<file path="config.mk">
export PLATFORM = sky130hd
export DESIGN_NAME = ping_sched_flat
export DESIGN_NICKNAME = d
export VERILOG_FILES = /design/src/rtl/ping_pkg.sv /design/src/rtl/ping_sched_if.sv /design/src/rtl/ping_rr_arb.sv /design/src/rtl/ping_sched.sv /design/src/flat_wrapper.sv
export SDC_FILE = /design/constraint.sdc
export NUM_CORES = 1
export LEC_CHECK = 0
export ABC_CLOCK_PERIOD_IN_PS = 3800
export CELL_PAD_IN_SITES_DETAIL_PLACEMENT = 0
export CELL_PAD_IN_SITES_GLOBAL_PLACEMENT = 2
export CORE_UTILIZATION = 34
export CTS_CLUSTER_DIAMETER = 100
export DETAILED_ROUTE_END_ITERATION = 8
export GPL_ROUTABILITY_DRIVEN = 0
export PLACE_DENSITY_LB_ADDON = 0.25
export SLEW_MARGIN = 5
export SYNTH_ARGS = -nofsm -noshare
export SYNTH_HDL_FRONTEND = slang
export SYNTH_SLANG_ARGS = --single-unit
</file>
<file path="constraint.sdc">
create_clock -name clk -period 3.8 [get_ports clk]
set_input_delay 0.76 -clock clk [delete_from_list [all_inputs] [get_ports clk]]
set_output_delay 0.76 -clock clk [all_outputs]
set_load 0.1 [all_outputs]
</file>
<file path="src/rtl/ping_pkg.sv">
// ping_pkg: shared types and default timing for the PING sensor scheduler.
//   ping_state_t       - scheduler FSM states
//   PING_CLK_MHZ       - default clock cycles per microsecond
//   PING_T_*_US        - default phase lengths in microseconds
//   idx_w()            - index width for an N-wide requester vector (min 1)
package ping_pkg;

  typedef enum logic [2:0] {
    S_IDLE,
    S_START,
    S_HOLD,
    S_WAIT_RISE,
    S_MEASURE,
    S_DELAY
  } ping_state_t;

  localparam int PING_CLK_MHZ       = 50;
  localparam int PING_T_START_US    = 5;
  localparam int PING_T_HOLD_US     = 750;
  localparam int PING_T_DELAY_US    = 200;
  localparam int PING_T_ECHO_MAX_US = 18500;

  function automatic int idx_w(input int n);
    return (n > 1) ? $clog2(n) : 1;
  endfunction

endpackage

</file>
<file path="src/rtl/ping_sched_if.sv">
// ping_sched_if: requester handshake, result bus and sensor pin signals of
// the PING scheduler.
//   master - requester/pin side: drives req, pulsein
//   slave  - scheduler side: drives grant, pin controls and the result
interface ping_sched_if #(
  parameter int NREQ = 4,
  parameter int W    = 16
);
  import ping_pkg::*;
  localparam int IW = idx_w(NREQ);

  logic [NREQ-1:0] req;
  logic [NREQ-1:0] grant;
  logic            pulsein;
  logic            pulseout;
  logic            pulseen;
  logic            busy;
  logic            done;
  logic [IW-1:0]   done_id;
  logic [W-1:0]    echo_us;
  logic            timeout;

  modport master (
    output req, pulsein,
    input  grant, pulseout, pulseen, busy, done, done_id, echo_us, timeout
  );

  modport slave (
    input  req, pulsein,
    output grant, pulseout, pulseen, busy, done, done_id, echo_us, timeout
  );
endinterface

</file>
<file path="src/rtl/ping_rr_arb.sv">
// ping_rr_arb: round-robin arbiter over NREQ level requests.
//   clk, reset - clock, synchronous active-high reset (pointer -> 0)
//   req        - request vector
//   adv        - when high and a request wins, pointer moves past the winner
//   gnt/idx    - one-hot winner and its index (combinational)
//   valid      - some request is high
module ping_rr_arb #(
  parameter int NREQ = 4,
  parameter int IW   = 2
) (
  input  logic            clk,
  input  logic            reset,
  input  logic [NREQ-1:0] req,
  input  logic            adv,
  output logic [NREQ-1:0] gnt,
  output logic [IW-1:0]   idx,
  output logic            valid
);
  logic [IW-1:0] ptr_q, ptr_d;

  // First high request at or after the pointer, wrapping at NREQ.
  always_comb begin
    int j;
    gnt   = '0;
    idx   = '0;
    valid = 1'b0;
    j     = 0;
    for (int i = 0; i < NREQ; i++) begin
      j = int'(ptr_q) + i;
      if (j >= NREQ) j = j - NREQ;
      if (!valid && req[j]) begin
        valid  = 1'b1;
        gnt[j] = 1'b1;
        idx    = IW'(j);
      end
    end
  end

  always_comb begin
    int nx;
    ptr_d = ptr_q;
    nx    = int'(idx) + 1;
    if (nx >= NREQ) nx = 0;
    if (adv && valid) ptr_d = IW'(nx);
  end

  always_ff @(posedge clk) begin
    if (reset) ptr_q <= '0;
    else       ptr_q <= ptr_d;
  end
endmodule

</file>
<file path="src/rtl/ping_sched.sv">
// ping_sched: shares one PING ultrasonic sensor among NREQ requesters and
// runs the start / hold-off / echo-wait / measure / re-arm sequence, timing
// every phase from an internal microsecond prescaler.
//   clk, reset - clock, synchronous active-high reset
//   bus.req/grant           - level requests, one-hot owner of current ping
//   bus.pulsein             - echo line from the pin
//   bus.pulseout/pulseen    - pin drive value / output enable
//   bus.busy                - not IDLE
//   bus.done/done_id/echo_us/timeout - one-cycle result strobe + held result
// Macro PING_SCHED_SYNC_EN: when defined, pulsein goes through a 2-flop
// synchronizer; otherwise it is used directly.
module ping_sched
  import ping_pkg::*;
#(
  parameter int CLK_MHZ       = PING_CLK_MHZ,
  parameter int NREQ          = 4,
  parameter int W             = 16,
  parameter int T_START_US    = PING_T_START_US,
  parameter int T_HOLD_US     = PING_T_HOLD_US,
  parameter int T_ECHO_MAX_US = PING_T_ECHO_MAX_US,
  parameter int T_DELAY_US    = PING_T_DELAY_US
) (
  input  logic         clk,
  input  logic         reset,
  ping_sched_if.slave  bus
);
  localparam int IW = idx_w(NREQ);
  localparam int PW = (CLK_MHZ > 1) ? $clog2(CLK_MHZ) : 1;
  localparam logic [PW-1:0] PRESC_LAST = PW'(CLK_MHZ - 1);
  localparam logic [W-1:0]  START_W    = W'(T_START_US);
  localparam logic [W-1:0]  HOLD_W     = W'(T_HOLD_US);
  localparam logic [W-1:0]  EMAX_W     = W'(T_ECHO_MAX_US);
  localparam logic [W-1:0]  DELAY_W    = W'(T_DELAY_US);

  ping_state_t     state_q, state_d;
  logic [PW-1:0]   presc_q, presc_d;
  logic [W-1:0]    us_q, us_d, us_nxt;
  logic            tick;
  logic [NREQ-1:0] own_q, own_d;
  logic [IW-1:0]   id_q, id_d;
  logic            done_q, done_d;
  logic            to_q, to_d;
  logic [W-1:0]    echo_q, echo_d;
  logic [IW-1:0]   did_q, did_d;
  logic            echo;

  logic [NREQ-1:0] arb_gnt;
  logic [IW-1:0]   arb_idx;
  logic            arb_vld;

`ifdef PING_SCHED_SYNC_EN
  logic [1:0] sync_q;
  always_ff @(posedge clk) begin
    if (reset) sync_q <= '0;
    else       sync_q <= {sync_q[0], bus.pulsein};
  end
  assign echo = sync_q[1];
`else
  assign echo = bus.pulsein;
`endif

  ping_rr_arb #(.NREQ(NREQ), .IW(IW)) u_arb (
    .clk   (clk),
    .reset (reset),
    .req   (bus.req),
    .adv   (state_q == S_IDLE),
    .gnt   (arb_gnt),
    .idx   (arb_idx),
    .valid (arb_vld)
  );

  // Thresholds compare against the count including this cycle's tick, so a
  // phase of T us lasts exactly T*CLK_MHZ cycles and a measured echo of H
  // cycles reports floor(H/CLK_MHZ).
  assign tick   = (presc_q == PRESC_LAST);
  assign us_nxt = (tick && us_q != '1) ? us_q + 1'b1 : us_q;

  always_comb begin
    state_d = state_q;
    own_d   = own_q;
    id_d    = id_q;
    done_d  = 1'b0;
    to_d    = to_q;
    echo_d  = echo_q;
    did_d   = did_q;
    unique case (state_q)
      S_IDLE: if (arb_vld) begin
        state_d = S_START;
        own_d   = arb_gnt;
        id_d    = arb_idx;
      end
      S_START:     if (us_nxt >= START_W) state_d = S_HOLD;
      S_HOLD:      if (us_nxt >= HOLD_W)  state_d = S_WAIT_RISE;
      S_WAIT_RISE: begin
        if (echo) state_d = S_MEASURE;
        else if (us_nxt >= EMAX_W) begin
          state_d = S_DELAY;
          own_d   = '0;
          done_d  = 1'b1;
          to_d    = 1'b1;
          echo_d  = '0;
          did_d   = id_q;
        end
      end
      S_MEASURE: begin
        if (!echo || us_nxt >= EMAX_W) begin
          state_d = S_DELAY;
          own_d   = '0;
          done_d  = 1'b1;
          to_d    = echo;
          echo_d  = echo ? EMAX_W : us_nxt;
          did_d   = id_q;
        end
      end
      S_DELAY: if (us_nxt >= DELAY_W && !echo) state_d = S_IDLE;
      default: state_d = S_IDLE;
    endcase

    // Phase timers restart on every state entry.
    if (state_d != state_q) begin
      presc_d = '0;
      us_d    = '0;
    end else begin
      presc_d = tick ? '0 : presc_q + 1'b1;
      us_d    = us_nxt;
    end
  end

  always_ff @(posedge clk) begin
    if (reset) begin
      state_q <= S_IDLE;
      presc_q <= '0;
      us_q    <= '0;
      own_q   <= '0;
      id_q    <= '0;
      done_q  <= 1'b0;
      to_q    <= 1'b0;
      echo_q  <= '0;
      did_q   <= '0;
    end else begin
      state_q <= state_d;
      presc_q <= presc_d;
      us_q    <= us_d;
      own_q   <= own_d;
      id_q    <= id_d;
      done_q  <= done_d;
      to_q    <= to_d;
      echo_q  <= echo_d;
      did_q   <= did_d;
    end
  end

  // Pin is released once the sensor owns it (echo wait, measure, re-arm).
  assign bus.grant    = own_q;
  assign bus.pulseout = (state_q == S_START);
  assign bus.pulseen  = (state_q == S_IDLE) || (state_q == S_START) ||
                        (state_q == S_HOLD);
  assign bus.busy     = (state_q != S_IDLE);
  assign bus.done     = done_q;
  assign bus.done_id  = did_q;
  assign bus.echo_us  = echo_q;
  assign bus.timeout  = to_q;
endmodule

</file>
<file path="src/flat_wrapper.sv">
// flat-port wrapper written by rule: the top's interface ports become plain ports
module ping_sched_flat import ping_pkg::*;
#(
  parameter int CLK_MHZ       = PING_CLK_MHZ,
  parameter int NREQ          = 4,
  parameter int W             = 16,
  parameter int T_START_US    = PING_T_START_US,
  parameter int T_HOLD_US     = PING_T_HOLD_US,
  parameter int T_ECHO_MAX_US = PING_T_ECHO_MAX_US,
  parameter int T_DELAY_US    = PING_T_DELAY_US
)
  (clk, reset, bus_req, bus_pulsein, bus_grant, bus_pulseout, bus_pulseen, bus_busy, bus_done, bus_done_id, bus_echo_us, bus_timeout);
  ping_sched_if #(.NREQ(NREQ), .W(W)) bus_i ();
  input  logic clk;
  input  logic reset;
  input wire logic [$bits(bus_i.req)-1:0] bus_req;
  input wire logic [$bits(bus_i.pulsein)-1:0] bus_pulsein;
  output wire logic [$bits(bus_i.grant)-1:0] bus_grant;
  output wire logic [$bits(bus_i.pulseout)-1:0] bus_pulseout;
  output wire logic [$bits(bus_i.pulseen)-1:0] bus_pulseen;
  output wire logic [$bits(bus_i.busy)-1:0] bus_busy;
  output wire logic [$bits(bus_i.done)-1:0] bus_done;
  output wire logic [$bits(bus_i.done_id)-1:0] bus_done_id;
  output wire logic [$bits(bus_i.echo_us)-1:0] bus_echo_us;
  output wire logic [$bits(bus_i.timeout)-1:0] bus_timeout;
  assign bus_i.req = bus_req;
  assign bus_i.pulsein = bus_pulsein;
  assign bus_grant = bus_i.grant;
  assign bus_pulseout = bus_i.pulseout;
  assign bus_pulseen = bus_i.pulseen;
  assign bus_busy = bus_i.busy;
  assign bus_done = bus_i.done;
  assign bus_done_id = bus_i.done_id;
  assign bus_echo_us = bus_i.echo_us;
  assign bus_timeout = bus_i.timeout;
  ping_sched #(.CLK_MHZ(CLK_MHZ), .NREQ(NREQ), .W(W), .T_START_US(T_START_US), .T_HOLD_US(T_HOLD_US), .T_ECHO_MAX_US(T_ECHO_MAX_US), .T_DELAY_US(T_DELAY_US)) u_core (.clk(clk), .reset(reset), .bus(bus_i));
endmodule
</file>
==> load_flow_metrics.sql, run 1 <==
INSERT INTO impl_metrics (metric_group, metric, value, unit) VALUES
('setup_path', 'critical_path.reg2reg.startpoint', 'u_core.us_q[0]', ''),
('die', 'num_io_pins', '34', ''),
('setup_path', 'worst-endpoint-required', '4.03', 'ns'),
('outcome', 'run_status', 'finished, final reports clean', ''),
('setup_path', 'crit_path_max_fanout', '22', ''),
('setup_path', 'critPathSlowestCell', 'a2111o_1', ''),
('final_layout', 'post_route_cells_drive_above_1_share', '11.69', '%'),
('setup_path', 'critPathLaunch', 'u_core.us_q[0]', ''),
('synth', 'synth.top_cells.by_area', 'dfxtp_1 (34%), nor2_1 (5.3%), o2bb2ai_1 (4.0%)', ''),
('power_and_ir_drop', 'net-switching-power', '518.1', 'uW'),
('cts', 'clock_sink_count', '53', ''),
('synth', 'synth_common_cells', 'dfxtp_1 (53), nor2_1 (44), nand2_1 (23), a21oi_1 (18), clkbuf_1 (17)', ''),
('cts', 'tritoncts.num_buffers', '5', ''),
('routing', 'antenna_violating_nets_post_route', '0', ''),
('sta', 'post-route-worst-setup-slack', '0.2187', 'ns'),
('sta', 'rsz0062_at_grt', 'false', ''),
('power_and_ir_drop', 'comb_power_share', '31.6', '%'),
('power_and_ir_drop', 'cellPowerDensity', '387.5', 'mW/mm^2'),
('routing', 'remaining_drc_errors', '0', ''),
('routing', 'route.vias.total', '2831', ''),
('synth', 'yosys.area.top_type', 'dfxtp_1', ''),
('final_layout', 'n_antenna_cell', '0', ''),
('synth', 'netlist_instances', '369', ''),
('synth', 'yosys_warnings', '0', ''),
('routing', 'drt_pre_antenna_iters', '4', ''),
('routing', 'routedWlPerCell', '15.48', 'um'),
('power_and_ir_drop', 'seqPwrFrac', '43.8', '%'),
('power_and_ir_drop', 'cell_internal_pwr', '910.6', 'uW'),
('setup_path', 'crit_path_end_kind', 'flip-flop', ''),
('synth', 'distinct_cell_type_count_of_the_synthesized_netlist', '61', ''),
('die', 'die_area', '0.009475', 'sq mm'),
('min_path', 'hold_path_class', 'reg -> reg', ''),
('power_and_ir_drop', 'switching_share', '36.27', '%'),
('setup_path', 'arrival_time_of_data_at_the_critical_path_endpoint', '3.81', 'ns'),
('synth', 'synth_sequential_area_ratio', '34.33', '%'),
('sta', 'fin_tns_setup', '0', 'ns'),
('routing', 'drt_iter0_drc', '177', ''),
('synth', 'synth_area_per_cell', '8.375', 'sq um'),
('place', 'post-dp-hpwl', '5.913', 'mm'),
('sta', 'worst_hold_slack', '0.4675', 'ns'),
('global_routing', 'grt_start_max_net_pins', '23', ''),
('run', 'cap_violations', '0', ''),
('die', 'floorplan.rows', '34', ''),
('global_routing', 'global_route_wire_length_before_repair', '13.16', 'mm'),
('synth', 'synthArstFlopShare', '0', '%'),
('sta', 'slew_viol_final', '0', ''),
('sta', 'period_needed', '3.581', 'ns'),
('setup_path', 'crit_chain', 'ha_1 > nand4_1 > nor4_1 > buf_4 > mux2i_1 > nor4b_2 > nand4_1 > a2111o_1 > a221oi_2 > o2111ai_2 > buf_12 > nor3_1', ''),
('die', 'die_h', '97.34', 'um'),
('power_and_ir_drop', 'ir_drop', '217.8', 'uV'),
('cts', 'tritoncts', 'built', ''),
('synth', 'synth.most_common_cell', 'dfxtp_1', ''),
('global_routing', 'grt.total_usage', '17.31', '%'),
('synth', 'postSynthRegisterBits', '53', ''),
('sta', 'final-hold-violation-count', '0', ''),
('final_layout', 'areaGrowthSynthToFinish', '19.31', '%'),
('global_routing', 'global_route.overflow_total', '0', ''),
('global_routing', 'grt_antenna_before_repair', '0', ''),
('sta', 'slew_headroom', '32.74', '%'),
('setup_path', 'reg2reg_slack', '0.22', 'ns'),
('cts', 'cts-hold-fix-buffers', '0', ''),
('setup_path', 'cpPeakStageDelay', '0.50', 'ns'),
('setup_path', 'critical-path-top-delay-family', 'simple AND/OR/NAND/NOR gates', ''),
('cts', 'cts_buffer_depth', '2', ''),
('routing', 'vias_per_cell', '5.551', ''),
('cts', 'worst_skew_pair.late_latency', '0.31', 'ns'),
('setup_path', 'worstPathBufferInverterCount', '2', ''),
('die', 'core_area', '0.008763', 'sq mm'),
('cts', 'clk_root_buffer_cell', 'clkbuf_8', ''),
('sta', 'finalCritPeriodShare', '94.24', '%'),
('min_path', 'holdCritStartpoint', 'u_core.bus.timeout', '');
==> final timing paths <==
check                       end  cells after the start
max reg2reg   u_core.presc_q[2]                     12
min          u_core.bus.timeout                      2
max           u_core.presc_q[2]                     12
min reg2reg  u_core.bus.timeout                      2
==> tightest hold or removal path: stages (launching register included) <==
cell and delay (ns):
dfxtp_1 0.32, inv_1 0.05, a211oi_1 0.05
==> metrics by stage <==
step / cell area, sq um / util (%) / instances / power, mW
3_3_place_gp: 3577 / 40.82 / 502 / 1.088
4_1_cts: 3679 / 41.98 / 510 / 1.442
2_1_floorplan: 3090 / - / 369 / 0.9930
5_1_grt: 3687 / 42.08 / 510 / 1.510
6_report: 3687 / 42.08 / 510 / 1.429
3_5_place_dp: 3577 / 40.82 / 502 / 1.092
==> metal layers <==
metal  track usage, %  vias up  wire (um)
met1            23.00     1344       3856
li1                 -     1427          -
met5                0        -          0
met2            28.82       52       3723
met3            3.309        8        223
met4            4.412        0         93
==> final cells by class <==
type	count	area, sq um	area share, %
clock buffers	7	96.34	2.613
clock inverters	1	5.005	0.1357
inverters	12	45.04	1.222
multi-input cells	281	1894	51.37
flip-flops and latches	53	1061	28.78
well taps	108	135.1	3.665
repair buffers	48	450.4	12.22
==> cells by family (layout without fill, tap and decap cells) <==
| logic type | Yosys count | after routing | share of synthesized area, % |
|---|---|---|---|
| buffers and inverters | 35 | 68 | 4.656 |
| adders and majority gates | 7 | 7 | 2.834 |
| DFF | 53 | 53 | 34.33 |
| AOI/OAI and AO/OA | 89 | 89 | 21.21 |
| xor gates and xnor gates | 17 | 17 | 4.818 |
| muxes | 11 | 11 | 4.210 |
| and+or+nand+nor | 157 | 157 | 27.93 |
==> what timing repair did <==
action                                 4_1_cts  5_1_grt
setup buffers                                0        0
endpoints found under the hold margin        0        0
setup endpoints to repair                    0        2
resized for setup                            0        1
==> power groups by stage <==
| stage | clock (mW) | combinational (mW) | sequential [mW] |
|---|---|---|---|
| floorplan | 0 | 0.278 | 0.715 |
| global placement | 0 | 0.451 | 0.638 |
| detailed placement | 0 | 0.453 | 0.639 |
| CTS | 0.362 | 0.454 | 0.626 |
| global route | 0.388 | 0.491 | 0.631 |
| finish | 0.352 | 0.452 | 0.625 |
==> state kept, by name, summed over array words and instances, names as in the netlist, named ones only <==
signal,cells
u_core.bus.done,1
u_core.bus.done_id,2
u_core.bus.echo_us,16
u_core.bus.grant,4
u_core.bus.timeout,1
u_core.id_q,2
u_core.presc_q,6
u_core.state_q,3
u_core.u_arb.ptr_q,1
u_core.us_q,16
==> cells in the final DEF (no fill, tap or decap), drive strengths merged, types with 8 or more instances in the layout <==
cell type / Yosys / final
o2bb2ai: 14 / 14
nand4: 11 / 11
xor2: 9 / 9
nand3: 15 / 15
o21ai: 15 / 15
nand2: 23 / 23
dfxtp: 53 / 53
xnor2: 8 / 8
inv: 12 / 12
a21oi: 18 / 18
clkdlybuf4s50: 0 / 31
buf: 6 / 17
nor3: 18 / 18
nor2: 44 / 44
(Power assumes the default switching activity.)
==> run 2, diff against run 1 <==
--- a/config.mk
+++ b/config.mk
@@ -8,10 +8,12 @@
 export ABC_CLOCK_PERIOD_IN_PS = 3800
 export CELL_PAD_IN_SITES_DETAIL_PLACEMENT = 0
 export CELL_PAD_IN_SITES_GLOBAL_PLACEMENT = 2
+export CORE_MARGIN = 8
 export CORE_UTILIZATION = 34
 export CTS_CLUSTER_DIAMETER = 100
 export DETAILED_ROUTE_END_ITERATION = 8
 export GPL_ROUTABILITY_DRIVEN = 0
+export HOLD_SLACK_MARGIN = 0.15
 export PLACE_DENSITY_LB_ADDON = 0.25
 export SLEW_MARGIN = 5
 export SYNTH_ARGS = -nofsm -noshare
==> load_flow_metrics.sql, run 2 (synthesis results as in run 1) <==
INSERT INTO impl_metrics (metric_group, metric, value, unit) VALUES
('routing', 'route.vias.total', '2823', ''),
('place', 'place.port_buffers', '33', ''),
('setup_path', 'timing.setup.critical_path_class', 'reg -> reg', ''),
('routing', 'topRoutingLayerUsed', 'met4', ''),
('min_path', 'hold_path_class', 'reg -> reg', ''),
('final_layout', 'fin_nets', '412', ''),
('setup_path', 'arrival_time_of_data_at_the_critical_path_endpoint', '3.82', 'ns'),
('routing', 'antenna_violating_nets_post_route', '0', ''),
('cts', 'worst_skew_pair.late_latency', '0.31', 'ns'),
('cts', 'tritoncts.num_buffers', '5', ''),
('final_layout', 'final_core_util', '41.83', '%'),
('routing', 'm1WireLength', '3.926', 'mm'),
('routing', 'vias_per_cell', '5.568', ''),
('place', 'placedCellCount', '499', ''),
('global_routing', 'global_route.overflow_total', '0', ''),
('min_path', 'hold-path-endpoint', 'u_core.presc_q[0]', ''),
('cts', 'ctsHtreeMaxLevel', '2', ''),
('cts', 'cts-hold-fix-buffers', '0', ''),
('setup_path', 'crit_path_max_fanout', '22', ''),
('power_and_ir_drop', 'cell_internal_pwr', '958.3', 'uW'),
('cts', 'clk_pin_slew_worst_paths', '0.10', 'ns'),
('power_and_ir_drop', 'comb_power_share', '30.5', '%'),
('sta', 'fin_tns_setup', '0', 'ns'),
('global_routing', 'grt_antenna_before_repair', '0', ''),
('final_layout', 'final_cell_mix', 'dfxtp_1 (52), nor2_1 (44), clkdlybuf4s50_1 (30)', ''),
('sta', 'fmax', '278.9', 'MHz'),
('die', 'die_h', '111.3', 'um'),
('outcome', 'run_status', 'finished, final reports clean', ''),
('routing', 'routedWlPerCell', '16.28', 'um'),
('power_and_ir_drop', 'cellPowerDensity', '403.2', 'mW/mm^2'),
('global_routing', 'grt_pass1_vias', '2760', ''),
('setup_path', 'worst-endpoint-required', '4.04', 'ns'),
('routing', 'dr_wl_met3', '320', 'um'),
('min_path', 'hold_depth', '1', ''),
('power_and_ir_drop', 'switching_share', '35.17', '%'),
('final_layout', 'layout.cells.non_filler', '507', ''),
('sta', 'setup_viol', '0', ''),
('sta', 'worst_hold_slack', '0.4542', 'ns'),
('power_and_ir_drop', 'seqPwrFrac', '42.2', '%'),
('setup_path', 'worst_reg_to_reg_cells', '11', ''),
('die', 'floorplan.rows', '34', ''),
('cts', 'clk_root_buffer_cell', 'clkbuf_8', ''),
('sta', 'finalCritPeriodShare', '94.35', '%'),
('die', 'core_area', '0.008763', 'sq mm'),
('sta', 'finalClockSkew', '0.009183', 'ns'),
('sta', 'tightestPinTransition', '0.9954', 'ns'),
('setup_path', 'reg2reg_to', 'u_core.presc_q[5]', ''),
('power_and_ir_drop', 'ir_drop', '350.5', 'uV'),
('die', 'die_area', '0.01240', 'sq mm'),
('setup_path', 'crit_path_end_kind', 'flip-flop', ''),
('final_layout', 'post_route_cells_drive_above_1_share', '11.78', '%'),
('final_layout', 'areaGrowthSynthToFinish', '18.62', '%'),
('sta', 'period_needed', '3.585', 'ns'),
('sta', 'slew_viol_final', '0', ''),
('routing', 'drt_pre_antenna_iters', '4', ''),
('global_routing', 'grt.total_usage', '13.45', '%'),
('routing', 'drt_wl_total', '8.254', 'mm'),
('routing', 'drt_iter0_drc', '134', ''),
('sta', 'slew_headroom', '33.43', '%'),
('power_and_ir_drop', 'total_leakage_power', '1.267', 'nW'),
('global_routing', 'global_route_wire_length_before_repair', '14.03', 'mm'),
('cts', 'clock_sink_count', '53', ''),
('routing', 'remaining_drc_errors', '0', ''),
('min_path', 'holdCritStartpoint', 'u_core.presc_q[0]', ''),
('cts', 'cts_buffer_depth', '2', ''),
('final_layout', 'n_antenna_cell', '0', ''),
('place', 'post-dp-hpwl', '6.101', 'mm'),
('setup_path', 'cp-start-kind', 'flip-flop', ''),
('run', 'cap_violations', '0', ''),
('die', 'num_io_pins', '34', ''),
('die', 'initial_utilization', '35.27', '%'),
('sta', 'rsz0062_at_grt', 'false', ''),
('cts', 'tritoncts', 'built', ''),
('setup_path', 'critical_path.reg2reg.startpoint', 'u_core.presc_q[0]', ''),
('power_and_ir_drop', 'clock_power_share', '27.3', '%'),
('global_routing', 'grt_start_max_net_pins', '23', ''),
('routing', 'route.met2.wl', '3.851', 'mm'),
('setup_path', 'reg2reg_slack', '0.21', 'ns'),
('power_and_ir_drop', 'net-switching-power', '519.8', 'uW'),
('sta', 'final-hold-violation-count', '0', ''),
('final_layout', 'leading_cell_type_in_the_layout_fill_and_taps_excluded', 'dfxtp_1', ''),
('die', 'die_w', '111.3', 'um');
==> run 2: cell count changes in the layout (fill, tap and decap cells not counted), sizes merged <==
cell	change
clkinv	-1
bufinv	+1
buf	-2
clkdlybuf4s50	-1
==> run 2: worst max-delay path by stage <==
stage,start,cells past startpoint,to
floorplan,u_core.presc_q[0],11,u_core.presc_q[4]
global placement,u_core.us_q[0],12,u_core.presc_q[5]
detailed placement,u_core.presc_q[0],11,u_core.presc_q[5]
CTS,u_core.presc_q[0],11,u_core.presc_q[2]
global route,u_core.us_q[0],12,u_core.presc_q[5]
finish,u_core.presc_q[0],11,u_core.presc_q[5]
==> run 2: repair_timing <==
action | in CTS | in global routing
buffers inserted | 0 | 0
setup endpoints to repair | 0 | 7
gates resized for setup | 0 | 3
==> run 2: critical path, stage by stage, from the launching register on <==
cell	delay (ns)
dfxtp_2	0.37
ha_1	0.23
nand4b_4	0.16
or4b_4	0.56
o31a_1	0.33
nor4b_2	0.32
nand4_1	0.18
a2111o_1	0.49
a221oi_2	0.31
o2111ai_2	0.13
buf_4	0.24
nor3_1	0.17
==> run 2: through the flow <==
stage / cell area [sq um] / power [mW] / setup slack, ns
CTS: 3656 / 1.499 / 0.1807
floorplan: 3090 / 0.9930 / 0.5327
detailed placement: 3540 / 1.090 / 0.1969
finish: 3666 / 1.478 / 0.2147
global placement: 3540 / 1.087 / 0.3288
global route: 3666 / 1.565 / 0.04853
==> run 2: final cells by class <==
class	count	area [sq um]
Multi-Input combinational cell	281	1894
Fill cell	916	5097
Tap cell	108	135.1
Clock buffer	7	86.33
Timing Repair Buffer	45	412.9
Sequential cell	53	1062
Clock inverter	1	30.03
Inverter	12	45.04
==> run 2: metal layers <==
layer / up-vias / track usage (%)
li1: 1420 / -
met1: 1340 / 17.10
met2: 49 / 21.73
met3: 14 / 3.060
met4: 0 / 4.800
met5: - / 0
==> run 2: power groups by stage <==
stage	Sequential [mW]	Clock (mW)	Combinational (mW)
after floorplan	0.715	0	0.278
after global placement	0.638	0	0.449
after detailed placement	0.637	0	0.452
after CTS	0.624	0.420	0.454
after global routing	0.631	0.439	0.495
final	0.624	0.404	0.451
==> run 3, diff against run 2 <==
--- a/config.mk
+++ b/config.mk
@@ -15,6 +15,7 @@
 export GPL_ROUTABILITY_DRIVEN = 0
 export HOLD_SLACK_MARGIN = 0.15
 export PLACE_DENSITY_LB_ADDON = 0.25
+export REMOVE_ABC_BUFFERS = 1
 export SLEW_MARGIN = 5
 export SYNTH_ARGS = -nofsm -noshare
 export SYNTH_HDL_FRONTEND = slang
==> load_flow_metrics.sql, run 3 (synthesis results as in run 1) <==
INSERT INTO impl_metrics (metric_group, metric, value, unit) VALUES
('die', 'initial_utilization', '35.27', '%'),
('place', 'place.port_buffers', '33', ''),
('die', 'num_io_pins', '34', ''),
('routing', 'remaining_drc_errors', '0', ''),
('die', 'die_area', '0.01240', 'sq mm'),
('setup_path', 'cp-start-kind', 'flip-flop', ''),
('global_routing', 'grt_start_max_net_pins', '23', ''),
('cts', 'tritoncts.num_buffers', '5', ''),
('cts', 'clk_root_buffer_cell', 'clkbuf_8', ''),
('place', 'post-dp-hpwl', '5.945', 'mm'),
('cts', 'cts_buffer_depth', '2', ''),
('global_routing', 'global_route_wire_length_before_repair', '13.54', 'mm'),
('global_routing', 'grt_pass1_vias', '2642', ''),
('sta', 'fin_tns_setup', '0', 'ns'),
('setup_path', 'crit_path_max_fanout', '22', ''),
('sta', 'worst_hold_slack', '0.4492', 'ns'),
('power_and_ir_drop', 'total_leakage_power', '1.283', 'nW'),
('power_and_ir_drop', 'ir_drop', '278.6', 'uV'),
('routing', 'drt_pre_antenna_iters', '5', ''),
('routing', 'vias_per_cell', '5.501', ''),
('routing', 'drt_wl_total', '7.912', 'mm'),
('setup_path', 'crit_chain', 'inv_1 > ha_2 > nand4b_4 > or4b_4 > o31a_1 > nor4b_4 > nand4_1 > a2111o_1 > a221oi_2 > o2111ai_2 > buf_4 > nor3_1', ''),
('sta', 'final-hold-violation-count', '0', ''),
('min_path', 'hold_path_class', 'reg -> reg', ''),
('run', 'cap_violations', '0', ''),
('cts', 'clock_sink_count', '53', ''),
('sta', 'slew_viol_final', '0', ''),
('routing', 'route.vias.total', '2800', ''),
('cts', 'worst_skew_pair.late_latency', '0.31', 'ns'),
('cts', 'ctsHtreeMaxLevel', '2', ''),
('die', 'die_h', '111.3', 'um'),
('sta', 'setup_viol', '0', ''),
('sta', 'tightestPinTransition', '0.9865', 'ns'),
('final_layout', 'n_antenna_cell', '0', ''),
('sta', 'fmax', '287.0', 'MHz'),
('sta', 'period_needed', '3.484', 'ns'),
('global_routing', 'global_route.overflow_total', '0', ''),
('sta', 'finalClockSkew', '0.01088', 'ns'),
('setup_path', 'timing.setup.critical_path_class', 'reg -> reg', ''),
('die', 'core_area', '0.008763', 'sq mm'),
('routing', 'drt_iter0_drc', '113', ''),
('setup_path', 'crit_path_end_kind', 'flip-flop', ''),
('cts', 'clk_pin_slew_worst_paths', '0.11', 'ns'),
('setup_path', 'worst-endpoint-required', '4.04', 'ns'),
('routing', 'routedWlPerCell', '15.54', 'um'),
('setup_path', 'worstPathBufferInverterCount', '2', ''),
('cts', 'tritoncts', 'built', ''),
('final_layout', 'leading_cell_type_in_the_layout_fill_and_taps_excluded', 'dfxtp_1', ''),
('setup_path', 'arrival_time_of_data_at_the_critical_path_endpoint', '3.72', 'ns'),
('sta', 'slew_headroom', '34.03', '%'),
('final_layout', 'post_route_cells_drive_above_1_share', '12.72', '%'),
('setup_path', 'cpPeakStageDelay', '0.56', 'ns'),
('die', 'die_w', '111.3', 'um'),
('setup_path', 'critical-path-top-delay-family', 'simple AND/OR/NAND/NOR gates', ''),
('global_routing', 'grt.total_usage', '12.76', '%'),
('die', 'floorplan.rows', '34', ''),
('power_and_ir_drop', 'cellPowerDensity', '389.1', 'mW/mm^2'),
('sta', 'finalCritPeriodShare', '91.68', '%'),
('setup_path', 'critPathSlowestCell', 'or4b_4', ''),
('outcome', 'run_status', 'finished, final reports clean', ''),
('final_layout', 'final_cell_mix', 'dfxtp_1 (51), nor2_1 (44), clkdlybuf4s50_1 (30)', ''),
('sta', 'rsz0062_at_grt', 'false', ''),
('power_and_ir_drop', 'power', '1.429', 'mW'),
('global_routing', 'grt_antenna_before_repair', '0', ''),
('routing', 'antenna_violating_nets_post_route', '0', ''),
('final_layout', 'fin_nets', '414', ''),
('final_layout', 'areaGrowthSynthToFinish', '18.79', '%');
[run 3: power by group]
part	leakage, nW	internal, mW	switching [mW]	total (mW)
clock	0.0518	0.152	0.205	0.357
combinational	0.802	0.157	0.291	0.448
sequential	0.429	0.587	0.0366	0.624
[run 3: metrics by stage]
step | area (sq um) | setup WS (ns) | cells | util, %
after floorplan | 2992 | 0.3113 | 346 | -
after global placement | 3555 | 0.3078 | 501 | 40.56
after detailed placement | 3555 | 0.2424 | 501 | 40.56
after CTS | 3655 | 0.2156 | 509 | 41.70
after global routing | 3671 | 0.02938 | 509 | 41.89
final | 3671 | 0.3161 | 509 | 41.89
[run 3: path summary, 6_finish.rpt]
path / slack, ns / start / cells past startpoint / endpoint
min: 0.45 / u_core.presc_q[0] / 1 / u_core.presc_q[0]
max: 0.32 / u_core.presc_q[1] / 12 / u_core.presc_q[5]
max reg2reg: 0.32 / u_core.presc_q[1] / 12 / u_core.presc_q[5]
min reg2reg: 0.45 / u_core.presc_q[0] / 1 / u_core.presc_q[0]
[run 3: layout make-up]
| type | count | area (sq um) |
|---|---|---|
| fill | 908 | 5092 |
| multi-input combinational | 281 | 1899 |
| sequential | 53 | 1064 |
| timing repair buffer | 47 | 427.9 |
| tap | 108 | 135.1 |
| clock buffer | 6 | 82.58 |
| inverter | 12 | 45.04 |
| clock inverter | 2 | 17.52 |
[run 3: per-layer routing]
| metal | vias to the layer above | share of wire [%] | global-route usage (%) |
|---|---|---|---|
| li1 | 1431 | - | - |
| met1 | 1320 | 53 | 17.90 |
| met2 | 41 | 42 | 19.28 |
| met3 | 8 | 3.3 | 2.523 |
| met4 | 0 | 1.3 | 3.556 |
| met5 | - | 0 | 0 |
[run 3: timing repair]
item / CTS / global route
resized for setup: 0 / 5
hold buffers: 0 / 0
setup buffers: 0 / 0
setup endpoints to repair: 0 / 16
